File: src/rtl/alu_arbiter.sv
// alu_arbiter: shares one external combinational zx/nx/zy/ny/f/no ALU between
// two requesters. Grants are round-robin. The winning opcode and operands are
// captured and decoded into ALU control bits. The ALU result and its zero and
// negative flags are registered and returned with the requester id.
//
// Ports:
//   i_clk, i_rst_n               clock, async active-low reset
//   i_req_valid / o_req_ready    per-requester handshake (bit k = requester k)
//   i_req{0,1}_op/_x/_y          per-requester opcode and operands
//   o_alu_{zx,nx,zy,ny,f,no}     ALU control bits (from the capture registers)
//   o_alu_x / o_alu_y            ALU operands (from the capture registers)
//   i_alu_o                      ALU result
//   o_rsp_valid / i_rsp_ready    response handshake
//   o_rsp_id/_data/_zr/_ng       registered response payload
module alu_arbiter #(
  parameter int WIDTH = 8
) (
  input  logic             i_clk,
  input  logic             i_rst_n,
  input  logic [1:0]       i_req_valid,
  output logic [1:0]       o_req_ready,
  input  logic [3:0]       i_req0_op,
  input  logic [WIDTH-1:0] i_req0_x,
  input  logic [WIDTH-1:0] i_req0_y,
  input  logic [3:0]       i_req1_op,
  input  logic [WIDTH-1:0] i_req1_x,
  input  logic [WIDTH-1:0] i_req1_y,
  output logic             o_alu_zx,
  output logic             o_alu_nx,
  output logic             o_alu_zy,
  output logic             o_alu_ny,
  output logic             o_alu_f,
  output logic             o_alu_no,
  output logic [WIDTH-1:0] o_alu_x,
  output logic [WIDTH-1:0] o_alu_y,
  input  logic [WIDTH-1:0] i_alu_o,
  output logic             o_rsp_valid,
  input  logic             i_rsp_ready,
  output logic             o_rsp_id,
  output logic [WIDTH-1:0] o_rsp_data,
  output logic             o_rsp_zr,
  output logic             o_rsp_ng
);

  typedef enum logic [1:0] {IDLE, EXEC, RESP} state_e;

  state_e           state_q;
  logic             ptr_q;
  logic [3:0]       op_q;
  logic [WIDTH-1:0] x_q, y_q;
  logic             id_q, rsp_valid_q, zr_q, ng_q;
  logic [WIDTH-1:0] data_q;
  logic [5:0]       ctrl;

  // Grant selection: pointer requester first, then the other one. Only
  // offered in IDLE, so ready is never set in EXEC or RESP.
  logic [1:0]       grant_d;
  logic             gid_d;
  logic [3:0]       op_d;
  logic [WIDTH-1:0] x_d, y_d;

  always_comb begin
    grant_d = 2'b00;
    if (state_q == IDLE) begin
      if (i_req_valid[ptr_q])       grant_d[ptr_q]  = 1'b1;
      else if (i_req_valid[~ptr_q]) grant_d[~ptr_q] = 1'b1;
    end
  end

  assign gid_d       = grant_d[1];
  assign op_d        = gid_d ? i_req1_op : i_req0_op;
  assign x_d         = gid_d ? i_req1_x  : i_req0_x;
  assign y_d         = gid_d ? i_req1_y  : i_req0_y;
  assign o_req_ready = grant_d;

  always_ff @(posedge i_clk or negedge i_rst_n) begin
    if (!i_rst_n) begin
      state_q     <= IDLE;
      ptr_q       <= 1'b0;
      op_q        <= '0;
      x_q         <= '0;
      y_q         <= '0;
      id_q        <= 1'b0;
      rsp_valid_q <= 1'b0;
      data_q      <= '0;
      zr_q        <= 1'b0;
      ng_q        <= 1'b0;
    end else begin
      case (state_q)
        IDLE: if (|grant_d) begin
          op_q    <= op_d;
          x_q     <= x_d;
          y_q     <= y_d;
          id_q    <= gid_d;
          // Pointer always flips to the loser, even if it was idle.
          ptr_q   <= ~gid_d;
          state_q <= EXEC;
        end
        EXEC: begin
          data_q      <= i_alu_o;
          zr_q        <= (i_alu_o == '0);
          ng_q        <= i_alu_o[WIDTH-1];
          rsp_valid_q <= 1'b1;
          state_q     <= RESP;
        end
        RESP: if (i_rsp_ready) begin
          rsp_valid_q <= 1'b0;
          state_q     <= IDLE;
        end
        default: state_q <= IDLE;
      endcase
    end
  end

  // Opcode -> {zx, nx, zy, ny, f, no}
  always_comb begin
    case (op_q)
      4'd0:    ctrl = 6'b101010; // 0
      4'd1:    ctrl = 6'b111111; // 1
      4'd2:    ctrl = 6'b111010; // -1
      4'd3:    ctrl = 6'b001100; // x
      4'd4:    ctrl = 6'b110000; // y
      4'd5:    ctrl = 6'b001101; // !x
      4'd6:    ctrl = 6'b110001; // !y
      4'd7:    ctrl = 6'b001111; // -x
      4'd8:    ctrl = 6'b110011; // -y
      4'd9:    ctrl = 6'b011111; // x+1
      4'd10:   ctrl = 6'b110111; // y+1
      4'd11:   ctrl = 6'b001110; // x-1
      4'd12:   ctrl = 6'b110010; // y-1
      4'd13:   ctrl = 6'b000010; // x+y
      4'd14:   ctrl = 6'b010011; // x-y
      default: ctrl = 6'b000000; // x&y
    endcase
  end

  assign {o_alu_zx, o_alu_nx, o_alu_zy, o_alu_ny, o_alu_f, o_alu_no} = ctrl;
  assign o_alu_x     = x_q;
  assign o_alu_y     = y_q;
  assign o_rsp_valid = rsp_valid_q;
  assign o_rsp_id    = id_q;
  assign o_rsp_data  = data_q;
  assign o_rsp_zr    = zr_q;
  assign o_rsp_ng    = ng_q;

endmodule
File: config.mk
export PLATFORM = sky130hd
export DESIGN_NAME = alu_arbiter
export DESIGN_NICKNAME = d
export VERILOG_FILES = /design/src/rtl/alu_arbiter.sv
export SDC_FILE = /design/constraint.sdc
export NUM_CORES = 1
export LEC_CHECK = 0
export CAP_MARGIN = 20
export CORE_ASPECT_RATIO = 0.8
export CORE_MARGIN = 8
export CORE_UTILIZATION = 25
export CTS_BUF_LIST = sky130_fd_sc_hd__clkbuf_8
export DETAILED_ROUTE_END_ITERATION = 10
export PLACE_DENSITY_LB_ADDON = 0.05
export SYNTH_ARGS = -nofsm -noshare
export SYNTH_HDL_FRONTEND = slang
export SYNTH_SLANG_ARGS = --single-unit
File: constraint.sdc
create_clock -name i_clk -period 1.6 [get_ports i_clk]
set_input_delay 0.32 -clock i_clk [delete_from_list [all_inputs] [get_ports i_clk]]
set_output_delay 0.32 -clock i_clk [all_outputs]
set_load 0.1 [all_outputs]
==> flow_summary_export.csv <==
group,metric,value,unit
outcome,status,"finished, violations left",
outcome,violations,"setup timing",
clock_network,clkTransAtPathRegs,80,ps
drt,wl_met3,472,um
drt,drcViolationCount,0,
drt,dr.first_iter.drc_count,43,
yosys,postSynthAreaPerCell,11.8,um2
clock_network,root_buffer,"clkbuf_8",
grt,grt_pass1_wl,10.3,mm
sta,finalCriticalPeriod,1810,ps
final_layout,layout-drive-gt1-share,45.3,%
sta,setup_tns,-971,ps
drt,routed_via_density,4.65,
drt,dr.pass1.iters,4,
sta,timing.slew.headroom,67.9,%
sta,layout_setup_ws,-207,ps
critical_path,cp.arrival,1490,ps
yosys,synthesis.nets,226,
floorplan,die_area,0.0112,mm2
yosys,yosys_warnings,0,
floorplan,die_w,116,um
clock_network,htreeDepth,2,
final_layout,antenna_cells,0,
place,place.gp.congestion,0.762,
sta,tightestPinTransition,482,ps
grt,grt_overflow,0,
sta,rsz0062_at_grt,"true",
clock_network,tritoncts,"done",
place,io_buffers,88,
place,post-dp-hpwl,4.80,mm
job,cap_violations,0,
sta,holdWs,441,ps
yosys,synthTopCellsByArea,"dfrtp_1, nor3b_2, a221o_1, and4_1, mux2_1",
clock_network,cts_made_buffers,5,
sta,timing.fmax,0.553,GHz
sta,hold_violations,0,
final_layout,final_core_util,47.7,%
critical_path,crit_type,"reg -> out",
floorplan,io_pins,89,
yosys,postSynthCellCount,170,
critical_path,startpoint_type,"flip-flop",
sta,post-route-period-util,113,%
drt,wl_met2,3.19,mm
yosys,synthArstFlopShare,100,%
yosys,synth_top_cell_area_share,42.3,%
grt,grt_usage,11.9,%
yosys,synth_edf_count,0,
yosys,yosysSeqAreaShare,42.3,%
drt,vias,1793,
floorplan,rows,29,
yosys,netlist_area,0.00201,mm2
drt,maxUsedRoutingLayer,"met4",
drt,routed_wl,6.56,mm
floorplan,core,0.00787,mm2
yosys,synthFlopType,"dfrtp_1",
place,pre_cts_ws,-198,ps
yosys,synth_cell_types,33,
critical_path,required,1280,ps
grt,grt_max_degree,21,
grt,antenna_found_initial,0,
drt,wire_per_inst,17.0,um
sta,finalSetupViolations,8,
final_layout,nets,333,
yosys,yosysTopAreaCell,"dfrtp_1",
critical_path,rr_endpoint,"o_alu_x[7]$_DFFE_PN0P_",
sta,fin_worst_skew,7.26,ps
clock_network,cts.sink_count,34,
clock_network,clock_path_buffers,2,
final_layout,area_growth,86.9,%
clock_network,clock_latency,290,ps
sta,drv_slew,0,
critical_path,reg2reg_from,"state_q[1]$_DFFE_PN0P_",
critical_path,end_kind,"primary output",
critical_path,rr_worst_depth,5,
critical_path,critPathMaxFanout,4,
floorplan,initial_utilization,25.5,%
worst_hold_path,hold_class,"in -> async",
drt,met1_length,2.83,mm
grt,grt_pass1_vias,1940,
critical_path,rrSetupSlack,80,ps
floorplan,fp.dieH,96.2,um
drt,ant_nets,0,
yosys,ys_ff_latch,34,
per-stage QoR:
step / std cells / area, um2
detailed placement: 369 / 3520
global placement: 369 / 3520
global route: 386 / 3760
CTS: 383 / 3730
finish: 386 / 3760
floorplan: 170 / 2090
worst max path at each step:
stage,to,from,slack [ps]
floorplan,o_alu_f,op_q[0]$_DFFE_PN0P_,-120
global placement,o_alu_x[0]$_DFFE_PN0P_,i_req_valid[1],-180
detailed placement,o_alu_x[1]$_DFFE_PN0P_,i_req_valid[1],-200
CTS,o_alu_nx,op_q[1]$_DFFE_PN0P_,-240
global route,o_alu_nx,op_q[1]$_DFFE_PN0P_,-280
finish,o_alu_nx,op_q[1]$_DFFE_PN0P_,-210
critical path, cell delays in order (launching register included):
cell and delay, ps:
dfrtp_2 430, ha_2 200, nand2b_4 150, a21oi_2 130, a21o_2 120, buf_12 170
layout by cell type, fill, tap and decap left out, drive strengths merged, types with 2 or more instances in the layout:
master and count:
nand2b 7, nand3 2, o21ai 7, and4 20, a221o 20, clkdlybuf4s50 49, nand2 4, mux2 8
buf 66, clkbuf 5, a21oi 4, nor3b 21, ha 3, dfrtp 34, nor2 5, nor4 2
clkinvlp 3, a21o 2, inv 5, dlygate4sd2 2
cell type report:
type                            count  area (um2)
Fill cell                         715        4120
Multi-Input combinational cell    112        1130
Clock inverter                      3        45.0
Inverter                            6        26.3
Clock buffer                        5        68.8
Tap cell                          108         135
Timing Repair Buffer              118        1490
Sequential cell                    34         858
logic make-up after synthesis:
family          after synthesis  share of synthesized area (%)
simple gates                 65                           29.1
compound gates               36                           14.7
flops                        34                           42.3
buf+inv                      24                           7.59
mux                           8                           4.48
fa+ha+maj                     3                           1.87
timing repair:
item	4_1_cts	5_1_grt
endpoints found under the setup margin	8	10
hold buffers	1	0
buffers inserted	5	3
hold endpoints to repair	10	0
gates resized for setup	15	3
pin swaps	7	1
sequential cells by signal, indices dropped and copies added (netlist names):
name / flops
o_alu_y: 8
ptr_q: 1
o_alu_x: 8
o_rsp_zr: 1
o_rsp_data: 7
state_q: 2
o_rsp_ng: 1
o_rsp_valid: 1
op_q: 4
o_rsp_id: 1
synth_stat cells (3+ instances only):
master,number
a21oi_1,4
a221o_1,20
and4_1,20
buf_2,5
buf_4,3
buf_6,6
clkbuf_1,4
dfrtp_1,34
ha_1,3
inv_1,6
mux2_1,7
nand2_1,4
nand2b_1,6
nor2_1,4
nor3b_2,20
o21ai_0,4
routing by layer:
| metal | track usage [%] | vias up |
|---|---|---|
| met5 | 0 | - |
| met4 | 3.23 | 0 |
| met3 | 4.14 | 7 |
| met2 | 20.2 | 54 |
| met1 | 14.1 | 866 |
| li1 | - | 866 |
Power is left out: the tool's default activity adds up to more than one toggle a clock period on the data nets, which glitch-free logic cannot reach.
